===== src/rtl/spi_pkg.sv =====
// spi_pkg: shared widths and receive FIFO entry layout for the 32-bit SPI peripheral
//   SPI_BYTE_W / SPI_WORD_W / SPI_WORD_BYTES : byte and word geometry
//   RX_ENTRY_W, rx_entry_t                   : one FIFO entry = {data, nbytes, last}
package spi_pkg;
    localparam int SPI_BYTE_W     = 8;
    localparam int SPI_WORD_W     = 32;
    localparam int SPI_WORD_BYTES = 4;
    localparam int RX_ENTRY_W     = SPI_WORD_W + 3 + 1;

    typedef struct packed {
        logic [SPI_WORD_W-1:0] data;
        logic [2:0]            nbytes;
        logic                  last;
    } rx_entry_t;
endpackage


===== src/rtl/rx_word_fifo.sv =====
// rx_word_fifo: first-word-fall-through FIFO of packed rx entries
//   clk, reset (async, active-high), clear (sync flush)
//   push/push_data : write request; accepted when not full or when popping in the same cycle
//   pop/pop_data   : head entry is always visible on pop_data; pop consumes it
//   full, empty, level : occupancy status
module rx_word_fifo
    import spi_pkg::*;
#(
    parameter int DEPTH = 4,
    localparam int AW = $clog2(DEPTH),
    localparam int LW = AW + 1
) (
    input  logic                  clk,
    input  logic                  reset,
    input  logic                  clear,
    input  logic                  push,
    input  logic [RX_ENTRY_W-1:0] push_data,
    input  logic                  pop,
    output logic [RX_ENTRY_W-1:0] pop_data,
    output logic                  full,
    output logic                  empty,
    output logic [LW-1:0]         level
);
    logic [RX_ENTRY_W-1:0] mem [DEPTH];
    logic [AW-1:0]         wr_ptr;
    logic [AW-1:0]         rd_ptr;
    logic                  do_push;
    logic                  do_pop;

    assign full     = level == LW'(DEPTH);
    assign empty    = level == '0;
    assign do_pop   = pop && !empty;
    assign do_push  = push && (!full || do_pop);
    assign pop_data = mem[rd_ptr];

    // Power-of-two depth lets the pointers wrap by natural overflow.
    always_ff @(posedge clk or posedge reset) begin
        if (reset) begin
            wr_ptr <= '0;
            rd_ptr <= '0;
            level  <= '0;
        end else if (clear) begin
            wr_ptr <= '0;
            rd_ptr <= '0;
            level  <= '0;
        end else begin
            if (do_push) wr_ptr <= wr_ptr + 1'b1;
            if (do_pop)  rd_ptr <= rd_ptr + 1'b1;
            level <= level + LW'(do_push) - LW'(do_pop);
        end
    end

    always_ff @(posedge clk) begin
        if (do_push && !clear) mem[wr_ptr] <= push_data;
    end
endmodule


===== src/rtl/spi_rx_word_packer.sv =====
// spi_rx_word_packer: packs received SPI bytes into 32-bit words and queues them for the host
//   rx_dv/rx_byte : one-cycle byte strobes from the SPI master
//   frame_end     : end of transaction, flushes a partial word tagged last
//   clear         : synchronous flush of accumulator, FIFO and overflow
//   out_valid/out_ready/out_data/out_nbytes/out_last : FWFT host handshake (zeros when empty)
//   overflow      : sticky, a word was dropped on a full FIFO
//   level         : FIFO occupancy
module spi_rx_word_packer
    import spi_pkg::*;
#(
    parameter int FIFO_DEPTH = 4,
    parameter int MSB_FIRST  = 1
) (
    input  logic                          clk,
    input  logic                          reset,
    input  logic                          rx_dv,
    input  logic [SPI_BYTE_W-1:0]         rx_byte,
    input  logic                          frame_end,
    input  logic                          clear,
    output logic                          out_valid,
    input  logic                          out_ready,
    output logic [SPI_WORD_W-1:0]         out_data,
    output logic [2:0]                    out_nbytes,
    output logic                          out_last,
    output logic                          overflow,
    output logic [$clog2(FIFO_DEPTH):0]   level
);
    logic [SPI_WORD_W-1:0] acc;
    logic [1:0]            byte_cnt;
    logic [4:0]            lane_shift;
    logic [SPI_WORD_W-1:0] merged;
    logic [2:0]            filled;
    logic                  push_req;
    logic                  pop;
    logic                  full;
    logic                  empty;
    logic                  drop;
    rx_entry_t             push_entry;
    rx_entry_t             head;
    logic [RX_ENTRY_W-1:0] head_raw;

    // MSB-first: lane k sits at bit 24-8k, i.e. shift by 8*(3-k) = {~k,3'b0}.
    assign lane_shift = MSB_FIRST != 0 ? {~byte_cnt, 3'b000} : {byte_cnt, 3'b000};
    assign merged     = acc | (rx_dv ? SPI_WORD_W'(rx_byte) << lane_shift : '0);
    assign filled     = {1'b0, byte_cnt} + {2'b00, rx_dv};

    // A full word and a flush share one push: nbytes is the fill count either way,
    // and last follows frame_end (always 1 for a flush).
    assign push_req   = !clear && (filled == 3'(SPI_WORD_BYTES) || (frame_end && filled != '0));
    assign push_entry = '{data: merged, nbytes: filled, last: frame_end};
    assign pop        = out_valid && out_ready;
    assign drop       = push_req && full && !pop;

    always_ff @(posedge clk or posedge reset) begin
        if (reset) begin
            acc      <= '0;
            byte_cnt <= '0;
            overflow <= 1'b0;
        end else begin
            if (clear || push_req) begin
                acc      <= '0;
                byte_cnt <= '0;
            end else if (rx_dv) begin
                acc      <= merged;
                byte_cnt <= byte_cnt + 1'b1;
            end
            overflow <= clear ? 1'b0 : (overflow || drop);
        end
    end

    rx_word_fifo #(.DEPTH(FIFO_DEPTH)) u_fifo (
        .clk       (clk),
        .reset     (reset),
        .clear     (clear),
        .push      (push_req),
        .push_data (push_entry),
        .pop       (pop),
        .pop_data  (head_raw),
        .full      (full),
        .empty     (empty),
        .level     (level)
    );

    assign head       = head_raw;
    assign out_valid  = !empty;
    assign out_data   = out_valid ? head.data : '0;
    assign out_nbytes = out_valid ? head.nbytes : '0;
    assign out_last   = out_valid && head.last;
endmodule


===== config.mk =====
export PLATFORM = sky130hd
export DESIGN_NAME = spi_rx_word_packer
export DESIGN_NICKNAME = d
export VERILOG_FILES = /design/src/rtl/spi_pkg.sv /design/src/rtl/rx_word_fifo.sv /design/src/rtl/spi_rx_word_packer.sv
export SDC_FILE = /design/constraint.sdc
export NUM_CORES = 1
export LEC_CHECK = 0
export ABC_AREA = 1
export CORE_MARGIN = 2
export CORE_UTILIZATION = 60
export DETAILED_ROUTE_END_ITERATION = 8
export DONT_BUFFER_PORTS = 1
export PLACE_DENSITY = 0.82
export SLEW_MARGIN = 20
export SYNTH_ARGS = -nofsm -noshare
export SYNTH_HDL_FRONTEND = slang
export SYNTH_SLANG_ARGS = --single-unit

===== constraint.sdc =====
create_clock -name clk -period 5.89 [get_ports clk]
set_clock_uncertainty 0.05 [all_clocks]
set_input_delay 0.8835 -clock clk [delete_from_list [all_inputs] [get_ports clk]]
set_output_delay 0.8835 -clock clk [all_outputs]
set_load 0.01 [all_outputs]

== Word level (Yosys, flattened, before mapping) ==
Memories as Yosys holds them, arrays and structs flattened.
Cells that the tools add are included.
Word-level totals
  memories: 1
  bits in registers: 42
  bits in writable memories: 144
  logic and storage cells: 55
  output and inout port bits: 41
Memory list
  u_fifo.mem: words 4, width 36, rd ports 1, clocked after memory_dff 0, write ports 1, line rx_word_fifo.sv:24  | logic [RX_ENTRY_W-1:0] mem [DEPTH];
Operators by class
  mux-type cells: 15
  reduce and logical (&&, ||, !) cells: 22
  add/sub/neg operators: 6
  eq/ne operators: 2
  shifts and indexed selects: 1
  bitwise gates (word level): 2
Operators by type and width (number)
  32-bit two-way mux: 4
  32-bit bitwise OR: 1
  8-bit by 5-bit << shifter with 32-bit output: 1
  2-bit two-way mux: 6
  1-bit logical AND: 9
  2-bit by 1-bit adder with 2-bit output (second input constant): 3
  3-bit == test (second input constant): 2
  3-bit two-way mux: 2
  2-bit nonzero test: 3
  1-bit zero test: 4
  1-bit logical OR: 4
  2-bit by 1-bit adder with 3-bit output: 1
  3-bit by 1-bit adder with 3-bit output: 1
  3-bit zero test: 1
  1-bit two-way mux: 3
  3-bit nonzero test: 1
  3-bit by 1-bit subtractor with 3-bit output: 1
  2-bit NOT: 1

== Depth between registers and ports, before layout ==
Gate-level depths: netlist of the first run.
  depth after elaboration: 9
  gate-level depth with buffers: 12
  depth with buffers taken out: 12

== Hierarchy ==
Synthesis of the first run repeated with hierarchy kept, for this count alone.
Second synthesis, totals
  cells, all modules: 699
  area total of the unflattened synthesis: 7870.0 um2
Modules (own cells, without submodules)
  rx_word_fifo: area an instance 5840.6 um2, seq. area each 4499.3 um2, times used 1, cells an instance 411
  spi_rx_word_packer: area an instance 2029.4 um2, seq. area each 875.8 um2, times used 1, cells an instance 288

== Worst setup path after synthesis of the first run ==
No wires, ideal clock.
  path kind: in2reg
  start: input rx_dv
  end: memory u_fifo.mem[0][0] (netlist bit) (enable)
  library setup time: 0.429 ns
  arrival: 3.366 ns
  required time: 5.411 ns
  stages: 7
  path slack: 2.045 ns
  cell sequence: ha_1 -> ha_1 -> nor2_1 -> nand2_1 -> nand2_1 -> nand2_1 -> nor2_1
On the way
  word-level cells in the longest chain between the ends: 9
  elaborated cells on any way between the ends: 10
RTL lines
  start, declared: line spi_rx_word_packer.sv:16  | input logic rx_dv,
  2-bit by 1-bit adder with 3-bit output (*): line spi_rx_word_packer.sv:45  | assign filled = {1'b0, byte_cnt} + {2'b00, rx_dv};
  named net filled[1]: line spi_rx_word_packer.sv:32  | logic [2:0] filled;
  3-bit nonzero test: line spi_rx_word_packer.sv:49  | assign push_req = !clear && (filled == 3'(SPI_WORD_BYTES) || (frame_end && filled != '0));
  1-bit logical AND: line spi_rx_word_packer.sv:49
  1-bit logical OR (*): line spi_rx_word_packer.sv:49
  1-bit logical AND (*): line spi_rx_word_packer.sv:49
  1-bit logical AND (*): line rx_word_fifo.sv:33  | assign do_push = push && (!full || do_pop);
  1-bit logical AND (*): line rx_word_fifo.sv:54  | if (do_push && !clear) mem[wr_ptr] <= push_data;
  1-bit two-way mux (*): line rx_word_fifo.sv:54
  1-bit two-way mux (implied by the code) (*): line rx_word_fifo.sv:54
  end, declared: line rx_word_fifo.sv:24
The timed path passes the listed nets; every way through them passes the cells marked *.

== Worst setup path after layout of the first run ==
  start: register u_fifo.rd_ptr[0]
  end: output out_data[8]
On the way
  word-level cells in the longest chain between the ends: 2
RTL lines
  start, declared: line rx_word_fifo.sv:26  | logic [AW-1:0] rd_ptr;
  start signal, assigned: line rx_word_fifo.sv:48  | if (do_pop) rd_ptr <= rd_ptr + 1'b1;
  memory 4 x 36 bit
  32-bit two-way mux: line spi_rx_word_packer.sv:86  | assign out_data = out_valid ? head.data : '0;
  end, declared: line spi_rx_word_packer.sv:22  | output logic [SPI_WORD_W-1:0] out_data,
Every way passes these cells.

==> flow_metrics.env, run 1 <==
export IMPL_clk_latency_ns=0.43
export IMPL_num_nets_final=699
export IMPL_dr_pass1_iters=5
export IMPL_pin_count=55
export IMPL_gp_congestion=0.785
export IMPL_worst_setup_path_type="flop to primary output"
export IMPL_numCtsBuffers=17
export IMPL_cp_max_fo=74
export IMPL_period_minus_slack_ns=3.79
export IMPL_arrival_ns=2.86
export IMPL_fmax_ghz=0.264
export IMPL_cts_hold_buf=0
export IMPL_rsz0062_at_grt="no"
export IMPL_grt_max_degree=75
export IMPL_cts_resized=0
export IMPL_critPathRequiredTime_ns=4.96
export IMPL_core_um2=12500
export IMPL_grtUsageMet1_pct=32.2
export IMPL_h_tree_depth=4
export IMPL_drt_wl_total_um=16800
export IMPL_clk_pin_slew_ns=0.07
export IMPL_sw_frac_of_total_pct=32.7
export IMPL_min_path_type="primary input to async pin"
export IMPL_p_seq_share_pct=44.4
export IMPL_ctsLongestPathBuffers=2
export IMPL_p_leak_uw=0.00328
export IMPL_p_comb_share_pct=22.7
export IMPL_setup_viol=0
export IMPL_tns_ns=0
export IMPL_clock_sinks=186
export IMPL_via_count=4926
export IMPL_wire_per_inst_um=19.5
export IMPL_drt_iter0_markers=509
export IMPL_worstSetupStartpointType="flop"
export IMPL_p_sw_uw=1110
export IMPL_start_util_pct=61.0
export IMPL_ys_seq_elements=186
export IMPL_syn_area_um2=7640
export IMPL_pwr_share_clk_pct=32.8
export IMPL_layout_drive_gt1_share_pct=6.97
export IMPL_drv_slew=0
export IMPL_syn_nets=703
export IMPL_yosys_area_top_type="edfxtp_1"
export IMPL_cts_tree="built"
export IMPL_use_met2_pct=42.9
export IMPL_top_usage_layer="met2"
export IMPL_status="completed"
export IMPL_ant_nets=0
export IMPL_grt_antenna_before_repair=0
export IMPL_yosysWarnings=0
export IMPL_use_met3_pct=7.72
export IMPL_path_cells="buf_4, inv_2, o21ai_0, a21oi_1"
export IMPL_cts_root_buf="clkbuf_16"
export IMPL_die_area_um2=13700
export IMPL_hold_violations=0
export IMPL_fp_dieW_um=117
export IMPL_syn_avg_cell_area_um2=11.2
export IMPL_worst_pin_slew_ns=1.10
export IMPL_power_density_nw_per_um2=404
export IMPL_num_fill_cells=882
export IMPL_grt_first_pass_wirelength_um=26300
export IMPL_fin_area_um2=8380
export IMPL_syn_to_final_growth_pct=9.68
export IMPL_crit_slowest_cell="inv_2"
export IMPL_ys_types=25
export IMPL_place_hpwl_um=9480
export IMPL_cp_end_kind="primary output"
export IMPL_ir_drop_mv=0.267
export IMPL_drcViolationCount=0
export IMPL_p_int_uw=2280
export IMPL_dieHeight_um=117
export IMPL_placed_area_um2=7750
export IMPL_maxCapViolCount=0
export IMPL_num_rows=41
export IMPL_seq_area_um2=5380
export IMPL_yosysTopAreaCellShare_pct=56.6
export IMPL_multiInputGateArea_um2=1840
export IMPL_diodes=0
export IMPL_via_per_inst=5.72
export IMPL_portBuffers=0
export IMPL_synthCells=680
export IMPL_grt_pass1_vias=5197
export IMPL_post_cts_setup_buffer_count=0
export IMPL_worst_path_largest_cell_delay_ns=0.91
export IMPL_grt_usage_pct=26.1
export IMPL_ys_seq_area_share_pct=70.4
export IMPL_grt_ovfl_total=0
export IMPL_slew_headroom_pct=26.9
export IMPL_post_route_period_util_pct=64.4
export IMPL_yosys_top_cells_area="edfxtp_1 (57%), dfrtp_1 (14%), nor2_1 (8.5%), o21ai_0 (4.8%), a21oi_1 (4.6%)"
==> placed cells by master, fill, tap and decap left out <==
cell,synthesis,routed
dfrtp_2,0,1
nor2_1,172,168
ha_1,8,8
buf_12,0,2
clkinv_1,1,3
o21ai_0,73,73
buf_4,6,4
clkbuf_16,0,17
inv_8,0,1
inv_6,0,1
nand3_1,15,15
xnor2_1,1,1
buf_16,0,2
dfrtp_1,42,41
clkinvlp_4,0,2
xor2_1,2,2
clkbuf_1,2,1
a21oi_1,70,70
o21ai_1,3,3
nand3_2,1,1
nor3_1,2,2
fa_1,1,1
nand2_1,49,49
clkinv_2,0,3
clkinv_4,0,4
inv_1,61,60
nor2_4,0,4
nor2_2,2,2
bufinv_16,0,2
inv_2,2,2
edfxtp_1,144,144
==> final timing paths <==
check                            startpoint           endpoint  slack, ns  cells after the start
min reg2reg                          acc[5]             acc[5]       0.44                      2
max reg2reg                     byte_cnt[0]  u_fifo.mem[2][16]       2.78                      8
min in group clk                     acc[5]             acc[5]       0.44                      2
max                        u_fifo.rd_ptr[0]        out_data[8]       2.10                      4
max in group asynchronous             reset   u_fifo.rd_ptr[0]       4.92                      2
min                                   reset            acc[29]       0.43                      2
==> critical path, delay by kind of cell (launching register included) <==
family | cells | cell delay [ns]
compound gates | 2 | 0.77
buf+inv | 2 | 1.24
flops | 1 | 0.39
==> power by group through the flow <==
stage	sequential (uW)	combinational, uW	clock, uW
4_1_cts	1510	767	1120
3_3_place_gp	1530	720	0
6_report	1510	770	1110
2_1_floorplan	1530	632	0
3_5_place_dp	1530	757	0
5_1_grt	1510	852	1170
==> sequential cells by signal (all words and copies together) (netlist names) <==
register,cells
acc,32
u_fifo.level,3
byte_cnt,2
u_fifo.rd_ptr,2
overflow,1
u_fifo.mem,144
u_fifo.wr_ptr,2
==> cell families after synthesis <==
group,synth area share [%]
flip-flops,70.4
AND/OR/NAND/NOR,12.3
adder cells (fa/ha/maj),1.57
XOR/XNOR,0.344
AO/OA/AOI/OAI,9.56
buffers and inverters,5.90
==> stage by stage <==
stage,hold slack [ns],utilization (%),power (uW),std cells,setup slack [ns]
floorplan,0.399,-,2160,680,2.04
global placement,0.412,61.6,2250,825,2.43
detailed placement,0.426,61.9,2290,827,2.33
CTS,0.440,66.5,3390,859,2.10
global route,0.442,66.9,3540,861,1.93
finish,0.426,66.9,3390,861,2.10
==> per-layer routing <==
| metal | up-vias | wire length (um) |
|---|---|---|
| met5 | - | 0 |
| met3 | 33 | 1290 |
| met1 | 2388 | 6490 |
| met2 | 230 | 8590 |
| met4 | 0 | 411 |
| li1 | 2275 | - |
==> synth_stat cells (all sizes together) <==
master and instances:
nand3 16, dfrtp 42, ha 8, o21ai 76, edfxtp 144, nand2 49
inv 63, xor2 2, clkbuf 6, buf 25, clkinv 1, a21oi 70
nor3 2, nor2 174, fa 1, xnor2 1
==> layout make-up <==
| class | instances | share of cell area [%] |
|---|---|---|
| clock buffers | 18 | 5.12 |
| clock inverters | 14 | 1.78 |
| inverters | 64 | 2.87 |
| multi-input cells | 399 | 22.0 |
| flip-flops and latches | 186 | 64.2 |
| well taps | 172 | 2.57 |
| repair buffers | 8 | 1.49 |
No activity file was read; power rests on OpenSTA's default activity.
==> run 2: changes to the inputs <==
--- a/config.mk
+++ b/config.mk
@@ -5,7 +5,7 @@
 export SDC_FILE = /design/constraint.sdc
 export NUM_CORES = 1
 export LEC_CHECK = 0
-export ABC_AREA = 1
+export ABC_AREA = 0
 export CORE_MARGIN = 2
 export CORE_UTILIZATION = 60
 export DETAILED_ROUTE_END_ITERATION = 8
==> constraint.sdc (replaced) <==
create_clock -name clk -period 3.86 [get_ports clk]
set_clock_uncertainty 0.05 [all_clocks]
set_input_delay 0.579 -clock clk [delete_from_list [all_inputs] [get_ports clk]]
set_output_delay 0.579 -clock clk [all_outputs]
set_load 0.01 [all_outputs]
==> run 2 against run 1 <==
Global-route usage fell by 3.7 points; register-to-register slack worse by 1.7 ns; power grew 51%; synthesized cell count is 42% lower; core utilization increased by 1.4 points; wire length fell by 22%; sequential power rose by 56%; clock power rose by 60%; clock-buffer cell count increased by 7.
==> flow_metrics.env, run 2 <==
export IMPL_rsz0062_at_grt="no"
export IMPL_tns_ns=0
export IMPL_reg_largest_list="u_fifo.mem x144, acc x32, u_fifo.level x3"
export IMPL_p_seq_share_pct=46.0
export IMPL_worstSetupStartpointType="flop"
export IMPL_dp_cells=538
export IMPL_drt_wl_total_um=13000
export IMPL_yosys_area_top_type="edfxtp_1"
export IMPL_num_fill_cells=747
export IMPL_grt_usage_pct=22.4
export IMPL_die_area_um2=13300
export IMPL_crit_buf_inv=1
export IMPL_syn_area_um2=7410
export IMPL_grt_ovfl_total=0
export IMPL_grt_antenna_before_repair=0
export IMPL_yosys_top_cells_area="edfxtp_1 (58%), dfrtp_1 (14%), mux4_2 (11%), nor2b_1 (5.8%), a21o_1 (3.2%)"
export IMPL_diodes=0
export IMPL_registers_top_by_ff_count="u_fifo.mem"
export IMPL_fp_dieW_um=115
export IMPL_h_tree_depth=4
export IMPL_maxCapViolCount=0
export IMPL_ant_nets=0
export IMPL_slew_headroom_pct=36.8
export IMPL_drv_slew=0
export IMPL_cts_resized=0
export IMPL_num_nets_final=433
export IMPL_power_density_nw_per_um2=625
export IMPL_p_int_uw=3780
export IMPL_place_hpwl_um=8240
export IMPL_min_path_type="primary input to async pin"
export IMPL_clk_latency_ns=0.43
export IMPL_via_count=3516
export IMPL_numCtsBuffers=17
export IMPL_critPathTopFamily="flip-flops"
export IMPL_start_util_pct=61.7
export IMPL_synth_edf_count=144
export IMPL_final_cell_mix="edfxtp_1 (144), nor2b_1 (69), dfrtp_1 (41)"
export IMPL_worst_path_largest_cell_delay_ns=0.82
export IMPL_synth_top_cells_by_count="edfxtp_1 (144), nor2b_1 (69), dfrtp_1 (42), mux4_2 (36), a21o_1 (32)"
export IMPL_grt_max_degree=37
export IMPL_yosysTopAreaCellShare_pct=58.3
export IMPL_drcViolationCount=0
export IMPL_cp_max_fo=21
export IMPL_total_power_uw=5130
export IMPL_layout_drive_gt1_share_pct=19.6
export IMPL_dieHeight_um=115
export IMPL_status="completed"
export IMPL_synth_ff_type="edfxtp_1"
export IMPL_num_rows=40
export IMPL_post_cts_setup_buffer_count=0
export IMPL_p_leak_uw=0.00326
export IMPL_arrival_ns=2.36
export IMPL_hold_violations=0
export IMPL_grt_pass1_vias=3826
export IMPL_portBuffers=0
export IMPL_synthCells=396
export IMPL_p_comb_share_pct=19.2
export IMPL_syn_nets=419
export IMPL_async_reset_ff_share_pct=22.6
export IMPL_drt_iter0_markers=285
export IMPL_cts_tree="built"
export IMPL_syn_to_final_growth_pct=10.7
export IMPL_ys_seq_elements=186
export IMPL_p_sw_uw=1340
export IMPL_placed_area_um2=7590
export IMPL_path_cells="buf_4, mux4_2, nor2b_1"
export IMPL_pwr_share_clk_pct=34.8
export IMPL_stdcell_count=570
export IMPL_syn_avg_cell_area_um2=18.7
export IMPL_setup_viol=0
export IMPL_largest_reg_flops=144
export IMPL_post_route_period_util_pct=77.4
export IMPL_ctsLongestPathBuffers=2
export IMPL_yosysWarnings=0
export IMPL_fin_area_um2=8210
export IMPL_layout_commonest_cell="edfxtp_1"
export IMPL_ys_seq_area_share_pct=72.5
export IMPL_grt_first_pass_wirelength_um=21200
export IMPL_ir_drop_mv=0.464
export IMPL_dr_pass1_iters=4
export IMPL_core_um2=12000
export IMPL_clk_pin_slew_ns=0.06
export IMPL_period_minus_slack_ns=2.99
export IMPL_wire_per_inst_um=22.9
export IMPL_ys_types=34
export IMPL_fmax_ghz=0.335
export IMPL_gp_congestion=0.729
export IMPL_pin_count=55
export IMPL_cp_end_kind="primary output"
export IMPL_critPathRequiredTime_ns=3.23
export IMPL_via_per_inst=6.17
export IMPL_sw_frac_of_total_pct=26.2
export IMPL_synth_most_common_cell="edfxtp_1"
export IMPL_cts_root_buf="clkbuf_16"
export IMPL_crit_slowest_cell="dfrtp_2"
export IMPL_worst_setup_path_type="flop to primary output"
export IMPL_clock_sinks=186
export IMPL_cts_hold_buf=0
export IMPL_worst_pin_slew_ns=0.942
## run 2: per-layer routing
metal	part of all wire [%]	global-route usage (%)	up-vias
li1	-	-	1530
met1	42	30.8	1850
met2	50	35.3	118
met3	6.6	6.38	18
met4	1.4	7.87	0
met5	0	0	-
## run 2: final timing paths
path	startpoint	endpoint	slack, ns	cells past startpoint
worst max-delay path	u_fifo.rd_ptr[0]	out_data[16]	0.87	3
worst min-delay path	reset	overflow	0.08	1
worst max register to register	byte_cnt[0]	u_fifo.level[2]	1.06	9
worst min register to register	u_fifo.rd_ptr[1]	u_fifo.rd_ptr[1]	0.51	2
max in group asynchronous	reset	acc[0]	2.95	2
min in group clk	clear	u_fifo.level[1]	0.16	1
## run 2: logic make-up (layout without fill, tap and decap cells)
kind of cell,count (synthesis),count (layout),synth area share [%]
AOI/OAI and AO/OA,40,40,4.15
xor gates and xnor gates,5,5,0.591
adders and majority gates,9,9,1.62
buffers and inverters,26,53,1.87
DFF,186,186,72.5
muxes,38,38,11.2
and+or+nand+nor,92,92,8.03
## run 2: power by group through the flow
stage	logic, uW	clock network [uW]	registers [uW]
after detailed placement	995	0	2410
after global routing	1090	1900	2380
after global placement	978	0	2400
after floorplan	868	0	2340
final	984	1780	2360
after CTS	1010	1810	2370
## run 2: worst register-to-register path: stages, from the launching register on
cell and delay [ns]:
dfrtp_1 0.45, ha_1 0.21, ha_1 0.35, or3b_4 0.45, a211oi_2 0.31, ha_1 0.20
inv_1 0.05, fa_1 0.40, xnor2_1 0.16, nor2_1 0.06
## run 2: cell type report
type                            count  area [um^2]  share of cell area (%)
Inverter                            8         30.0                   0.366
Sequential cell                   186         5380                    65.5
Multi-Input combinational cell    184         1910                    23.2
Clock inverter                      7          139                    1.69
Clock buffer                       25          475                    5.79
Tap cell                          147          184                    2.24
Timing Repair Buffer               13         97.6                    1.19
## run 2: through the flow
stage	hold slack, ns	worst slack (ns)	util (%)
5_1_grt	0.122	0.673	68.3
2_1_floorplan	0.484	0.697	-
3_3_place_gp	0.488	0.991	63.2
3_5_place_dp	0.504	0.939	63.2
4_1_cts	0.141	0.779	68.3
6_report	0.0804	0.872	68.3
